===== config.mk =====
export PLATFORM = sky130hd
export DESIGN_NAME = ccip_rdreq_tracker
export DESIGN_NICKNAME = d
export VERILOG_FILES = /design/src/rtl/ccip_rdreq_tracker.sv
export SDC_FILE = /design/constraint.sdc
export NUM_CORES = 2
export LEC_CHECK = 0
export BUFFER_PORTS_ARGS = -buffer_cell sky130_fd_sc_hd__clkbuf_2
export CORE_MARGIN = 2
export CORE_UTILIZATION = 55
export DETAILED_ROUTE_END_ITERATION = 8
export GPL_TIMING_DRIVEN = 1
export PLACE_DENSITY_LB_ADDON = 0.25
export SYNTH_ARGS = -nofsm -noshare
export SYNTH_HDL_FRONTEND = slang
export SYNTH_SLANG_ARGS = --single-unit

===== constraint.sdc =====
create_clock -name clk -period 8.97 [get_ports clk]
set_input_delay 0.4485 -clock clk [delete_from_list [all_inputs] [get_ports clk]]
set_output_delay 0.4485 -clock clk [all_outputs]
set_load 0.01 [all_outputs]

===== src/rtl/ccip_rdreq_tracker.sv =====
// ccip_rdreq_tracker: passive CCI-P C0 read request/response tracker.
// Optional latency statistics ports: define CCIP_RDTRACK_LATSTATS_EN.
module ccip_rdreq_tracker #(
    parameter int DEPTH       = 32,
    parameter int MDATA_W     = 16,
    parameter int TIMEOUT_CYC = 4096,
    parameter int AGE_W       = 16
) (
    input  logic                         clk,
    input  logic                         SoftReset_n,
    input  logic                         tx_rd_valid,
    input  logic [MDATA_W-1:0]           tx_mdata,
    input  logic [1:0]                   tx_len,
    input  logic                         rx_rd_valid,
    input  logic [MDATA_W-1:0]           rx_mdata,
    output logic [$clog2(DEPTH+1)-1:0]   outstanding,
    output logic [$clog2(DEPTH+1)-1:0]   watermark,
    output logic                         evt_valid,
    output logic [1:0]                   evt_code,
    output logic [MDATA_W-1:0]           evt_mdata,
    output logic [2:0]                   err_sticky
`ifdef CCIP_RDTRACK_LATSTATS_EN
    ,
    output logic [AGE_W-1:0]             lat_min,
    output logic [AGE_W-1:0]             lat_max,
    output logic [47:0]                  lat_sum,
    output logic [31:0]                  lat_cnt
`endif
);

    localparam int IDX_W = (DEPTH > 1) ? $clog2(DEPTH) : 1;
    localparam int CNT_W = $clog2(DEPTH + 1);
    localparam logic [AGE_W-1:0] AGE_MAX = '1;
    localparam logic [AGE_W-1:0] TMO_AGE = AGE_W'(TIMEOUT_CYC);

    localparam logic [1:0] EVT_ORPHAN  = 2'b01;
    localparam logic [1:0] EVT_OVERFLOW = 2'b10;
    localparam logic [1:0] EVT_TIMEOUT = 2'b11;

    // Entry table
    logic [DEPTH-1:0]   r_vld;
    logic [DEPTH-1:0]   r_tmo;
    logic [MDATA_W-1:0] r_mdata [DEPTH];
    logic [1:0]         r_len   [DEPTH];
    logic [1:0]         r_rcvd  [DEPTH];
    logic [AGE_W-1:0]   r_age   [DEPTH];

    // Counters and event registers
    logic [CNT_W-1:0]   r_out;
    logic [CNT_W-1:0]   r_wm;
    logic               r_evt_valid;
    logic [1:0]         r_evt_code;
    logic [MDATA_W-1:0] r_evt_mdata;
    logic [2:0]         r_sticky;

    // Search results
    logic               w_hit;
    logic [IDX_W-1:0]   w_hit_idx;
    logic               w_free_ok;
    logic [IDX_W-1:0]   w_alloc_idx;
    logic               w_tmo;
    logic [IDX_W-1:0]   w_tmo_idx;

    logic               w_rx_hit;
    logic               w_free;
    logic               w_alloc;
    logic               w_orphan;
    logic               w_ovf;
    logic               w_tmo_rpt;
    logic [CNT_W-1:0]   w_out_nxt;

    // Priority searches over the start-of-cycle table; lowest index wins
    always_comb begin
        w_hit       = 1'b0;
        w_hit_idx   = '0;
        w_free_ok   = 1'b0;
        w_alloc_idx = '0;
        w_tmo       = 1'b0;
        w_tmo_idx   = '0;
        for (int i = DEPTH - 1; i >= 0; i--) begin
            if (r_vld[i] && (r_mdata[i] == rx_mdata)) begin
                w_hit     = 1'b1;
                w_hit_idx = IDX_W'(i);
            end
            if (!r_vld[i]) begin
                w_free_ok   = 1'b1;
                w_alloc_idx = IDX_W'(i);
            end
            if (r_vld[i] && !r_tmo[i] && (r_age[i] >= TMO_AGE)) begin
                w_tmo     = 1'b1;
                w_tmo_idx = IDX_W'(i);
            end
        end
    end

    // Per-cycle decisions derived from the searches
    always_comb begin
        w_rx_hit  = rx_rd_valid && w_hit;
        w_free    = w_rx_hit && (r_rcvd[w_hit_idx] == r_len[w_hit_idx]);
        w_alloc   = tx_rd_valid && w_free_ok;
        w_orphan  = rx_rd_valid && !w_hit;
        w_ovf     = tx_rd_valid && !w_free_ok;
        w_tmo_rpt = w_tmo && !w_orphan && !w_ovf;
        w_out_nxt = r_out;
        if (w_alloc && !w_free) begin
            w_out_nxt = r_out + CNT_W'(1);
        end else if (!w_alloc && w_free) begin
            w_out_nxt = r_out - CNT_W'(1);
        end
    end

    // Entry table update: aging, response counting, free, timeout flag, allocate
    always_ff @(posedge clk or negedge SoftReset_n) begin
        if (!SoftReset_n) begin
            r_vld <= '0;
            r_tmo <= '0;
            for (int i = 0; i < DEPTH; i++) begin
                r_mdata[i] <= '0;
                r_len[i]   <= '0;
                r_rcvd[i]  <= '0;
                r_age[i]   <= '0;
            end
        end else begin
            for (int i = 0; i < DEPTH; i++) begin
                if (r_vld[i] && (r_age[i] != AGE_MAX)) begin
                    r_age[i] <= r_age[i] + AGE_W'(1);
                end
                if (w_rx_hit && (w_hit_idx == IDX_W'(i))) begin
                    if (w_free) begin
                        r_vld[i] <= 1'b0;
                    end else begin
                        r_rcvd[i] <= r_rcvd[i] + 2'd1;
                    end
                end
                if (w_tmo_rpt && (w_tmo_idx == IDX_W'(i))) begin
                    r_tmo[i] <= 1'b1;
                end
                if (w_alloc && (w_alloc_idx == IDX_W'(i))) begin
                    r_vld[i]   <= 1'b1;
                    r_tmo[i]   <= 1'b0;
                    r_mdata[i] <= tx_mdata;
                    r_len[i]   <= tx_len;
                    r_rcvd[i]  <= 2'd0;
                    r_age[i]   <= '0;
                end
            end
        end
    end

    // Outstanding count and high watermark (watermark lags by one cycle)
    always_ff @(posedge clk or negedge SoftReset_n) begin
        if (!SoftReset_n) begin
            r_out <= '0;
            r_wm  <= '0;
        end else begin
            r_out <= w_out_nxt;
            r_wm  <= (r_out > r_wm) ? r_out : r_wm;
        end
    end

    // Registered event record with orphan > overflow > timeout priority
    always_ff @(posedge clk or negedge SoftReset_n) begin
        if (!SoftReset_n) begin
            r_evt_valid <= 1'b0;
            r_evt_code  <= 2'b00;
            r_evt_mdata <= '0;
            r_sticky    <= 3'b000;
        end else begin
            r_evt_valid <= w_orphan || w_ovf || w_tmo;
            r_sticky    <= r_sticky | {w_tmo, w_ovf, w_orphan};
            if (w_orphan) begin
                r_evt_code  <= EVT_ORPHAN;
                r_evt_mdata <= rx_mdata;
            end else if (w_ovf) begin
                r_evt_code  <= EVT_OVERFLOW;
                r_evt_mdata <= tx_mdata;
            end else if (w_tmo) begin
                r_evt_code  <= EVT_TIMEOUT;
                r_evt_mdata <= r_mdata[w_tmo_idx];
            end else begin
                r_evt_code  <= 2'b00;
                r_evt_mdata <= '0;
            end
        end
    end

    assign outstanding = r_out;
    assign watermark   = r_wm;
    assign evt_valid   = r_evt_valid;
    assign evt_code    = r_evt_code;
    assign evt_mdata   = r_evt_mdata;
    assign err_sticky  = r_sticky;

`ifdef CCIP_RDTRACK_LATSTATS_EN
    localparam logic [47:0] SUM_MAX = '1;
    localparam logic [31:0] CNT_MAX = '1;

    logic [AGE_W-1:0] r_lat_min;
    logic [AGE_W-1:0] r_lat_max;
    logic [47:0]      r_lat_sum;
    logic [31:0]      r_lat_cnt;
    logic [AGE_W-1:0] w_lat;
    logic [47:0]      w_lat_ext;

    // Latency of the freed entry is its age plus the final response cycle
    always_comb begin
        w_lat = r_age[w_hit_idx];
        if (w_lat != AGE_MAX) begin
            w_lat = w_lat + AGE_W'(1);
        end
        w_lat_ext = 48'(w_lat);
    end

    // Saturating latency statistics, updated on every entry free
    always_ff @(posedge clk or negedge SoftReset_n) begin
        if (!SoftReset_n) begin
            r_lat_min <= '1;
            r_lat_max <= '0;
            r_lat_sum <= '0;
            r_lat_cnt <= '0;
        end else if (w_free) begin
            if (w_lat < r_lat_min) begin
                r_lat_min <= w_lat;
            end
            if (w_lat > r_lat_max) begin
                r_lat_max <= w_lat;
            end
            if (r_lat_sum > (SUM_MAX - w_lat_ext)) begin
                r_lat_sum <= SUM_MAX;
            end else begin
                r_lat_sum <= r_lat_sum + w_lat_ext;
            end
            if (r_lat_cnt != CNT_MAX) begin
                r_lat_cnt <= r_lat_cnt + 32'd1;
            end
        end
    end

    assign lat_min = r_lat_min;
    assign lat_max = r_lat_max;
    assign lat_sum = r_lat_sum;
    assign lat_cnt = r_lat_cnt;
`endif

endmodule


==> flow_metrics.tcl <==
set metrics [dict create \
    status "completed" \
    numCtsBuffers 140 \
    die_h_um 362 \
    hold_buffers 1 \
    crit_type "input pin to flop" \
    worst-path-stages 28 \
    portBuffers 71 \
    dieArea_um2 131000 \
    clock_skew_ns 0.0310 \
    ant_nets 0 \
    cts_tree "yes" \
    crit_path_top_delay_cell "clkbuf_2" \
    drt_wl_total_um 256000 \
    ys_types 93 \
    row_count 131 \
    nets 7687 \
    syn_avg_cell_area_um2 9.26 \
    core-area_um2 127000 \
    finalCriticalPeriod_ns 7.61 \
    start_util 0.553 \
    io_pins 72 \
    drt-initial-drc-count 6836 \
    synth-edff-count 0 \
    final_common_cell "dfrtp_1" \
    n_fill_cell 10691 \
    drive_gt1_frac 0.135 \
    grt_pass1_vias 56603 \
    worst-path-max-fanout 22 \
    slew_headroom 0.0579 \
    critical-path-top-delay-family "compound AO/OA/AOI/OAI gates" \
    cp.arrival_ns 8.30 \
    fin_crit_sh 0.848 \
    r2r_end "evt_mdata[11]" \
    r2r_start "r_vld[15]" \
    clkTransAtPathRegs_ns 0.06 \
    cp_data_required_time_ns 9.66 \
    p_per_area_nw_per_um2 320 \
    antenna_found_initial 8 \
    grt_use_total 0.389 \
    clkSinkCount 1250 \
    ys_seq_area_frac 0.445 \
    tightest_slew_ns 1.41 \
    ys.flop_type "dfrtp_1" \
    grt_pass1_wl_um 377000 \
    drv_cap 0 \
    ys_seq_elements 1250 \
    fin_hold_ws_ns 0.244 \
    detailed_place_hpwl_um 179000 \
    cts_resized 0 \
    fmax_ghz 0.131 \
    clk_latency_ns 0.81 \
    yosys_warnings 0 \
    syn_area_um2 70300 \
    synth_top_area_cell "dfrtp_1" \
    reg2regPathDepth 14 \
    ir_drop_v 0.000771 \
    clk_path_buf_depth 3 \
    synth.net_count 7710 \
    placed_area_um2 72800 \
    routedWlPerCell_um 27.4 \
    leakage_nw 33.7 \
    final_max_slew_viol_count 0 \
    area_growth_syn_to_layout_pct 10.5 \
    htreeDepth 4 \
    hp-class "input pin to asynchronous set/reset pin" \
    gp_congestion 1.03 \
    endpoint_kind "flop" \
    drc 0 \
    cts_root_buf "clkbuf_16" \
    synth_top_area_frac 0.445 \
    dr.pass1.iters 7 \
    die_w_um 362 \
    final_cell_mix "1,250 x dfrtp_1, 1,245 x nand2_1, 893 x nor2_1" \
    final.setup.tns_ns 0 \
    rsz0062_at_grt "no" \
    via_count 59212 \
    finalSetupViolCount 0 \
    hold_violations 0 \
    cp_num_buf_inv 4 \
    grt.overflow.total 0 \
    critPathLaunchType "input pin" \
    ys_async_sr_fraction 1.00 \
    postCtsSetupBuffers 0 \
    r2r_slack_ns 1.52 \
    synth_area_leaders "dfrtp_1 44%, mux2_2 7.3%, nand2_1 6.7%" \
    avgViaCountPerCell 6.33 \
    critPathMaxStageDelay_ns 0.92 \
    grt_max_degree 160 \
    fin_area_um2 77700 \
    fin_util 0.611 \
    syn_inst 7596 \
    finalPower_mw 24.9 \
]
## metal layers
layer  wire (um)  global-route usage  part of all wire  vias up
li1            -                   -                 -    26038
met4       14800               0.197             0.058       10
met5          71                   0           0.00028        -
met3       25500              0.0995              0.10      637
met2      110000               0.573              0.43     2900
met1      105000               0.532              0.41    29627
## where the power goes
part           switching (mW)  internal (mW)
Combinational            8.04           3.02
Clock                    2.51           3.61
Sequential               1.06           6.63
Total                    11.6           13.3
## how the worst max path moves through the flow
stage,startpoint,end
floorplan,rx_mdata[14],outstanding[5]
global placement,rx_mdata[0],outstanding[5]
detailed placement,rx_mdata[0],outstanding[5]
CTS,rx_mdata[0],outstanding[5]
global route,rx_mdata[0],outstanding[5]
finish,rx_mdata[0],outstanding[5]
## worst reg2reg max path: stages, from the launching register on
cell and delay, ns:
dfrtp_1 0.67, inv_1 0.40, nor3_1 1.12, inv_1 0.45
and3_1 0.34, and2_1 0.29, o21ai_0 0.55, nand3_1 0.33
or2_2 0.68, nor2_4 0.97, nand2_1 0.41, o22ai_1 0.33
nor4_1 0.19, a221oi_1 0.41, a21oi_1 0.18
## cells in the mapped netlist (11+ instances only)
cell type,n
ha_1,75
nand3_1,335
and4_1,29
nand4_1,237
o22ai_1,20
nand2_1,1247
xor2_1,458
nor3_1,84
nor2_1,928
nor2b_1,48
nand2b_1,43
buf_6,12
a21oi_1,158
a32oi_1,19
nor4_1,139
a211oi_1,31
o31ai_1,14
buf_1,59
o21a_1,18
mux2_2,457
nor3b_1,36
mux2i_1,118
nand4b_1,22
xnor2_1,504
a221oi_1,25
buf_4,13
inv_1,145
or4_1,62
nor4b_1,12
clkbuf_1,267
buf_2,53
or2_2,30
a2111oi_0,15
o21ai_1,11
o211ai_1,20
o21ai_0,95
and3_1,119
a31oi_1,93
a311oi_1,15
dfrtp_1,1250
and2_1,40
a21o_1,14
or3_1,48
## logic make-up (layout without fill, tap and decap cells)
family	after synthesis	in the layout	share of synthesized area
and+or+nand+nor	3517	3517	0.235
muxes	585	585	0.0916
DFF	1250	1250	0.445
xor gates and xnor gates	964	964	0.120
AOI/OAI and AO/OA	655	655	0.0628
adders and majority gates	76	76	0.0136
other	0	6	0
buffers and inverters	549	639	0.0322
## metrics by stage
step	setup WS [ns]	instances
after detailed placement	1.00	9092
final	1.36	9354
after floorplan	2.48	7596
after global routing	1.08	9348
after global placement	1.02	9092
after CTS	1.79	9348
## layout make-up
class	instances	area (um2)	share of cell area
clock buffers	194	3960	0.0509
repair buffers	239	1810	0.0233
well taps	1662	2080	0.0268
flip-flops and latches	1250	31300	0.403
inverters	145	544	0.00701
clock inverters	61	945	0.0122
multi-input cells	5797	37100	0.477
diodes	6	15.0	0.000193
## flip-flops by register name, summed over array words and instances, names as in the netlist
name,cells
outstanding,6
r_age,512
evt_mdata,16
r_vld,32
evt_valid,1
r_mdata,512
watermark,6
evt_code,2
r_tmo,32
r_len,64
err_sticky,3
r_rcvd,64
Note: power is estimated with default switching activity, not from simulation.
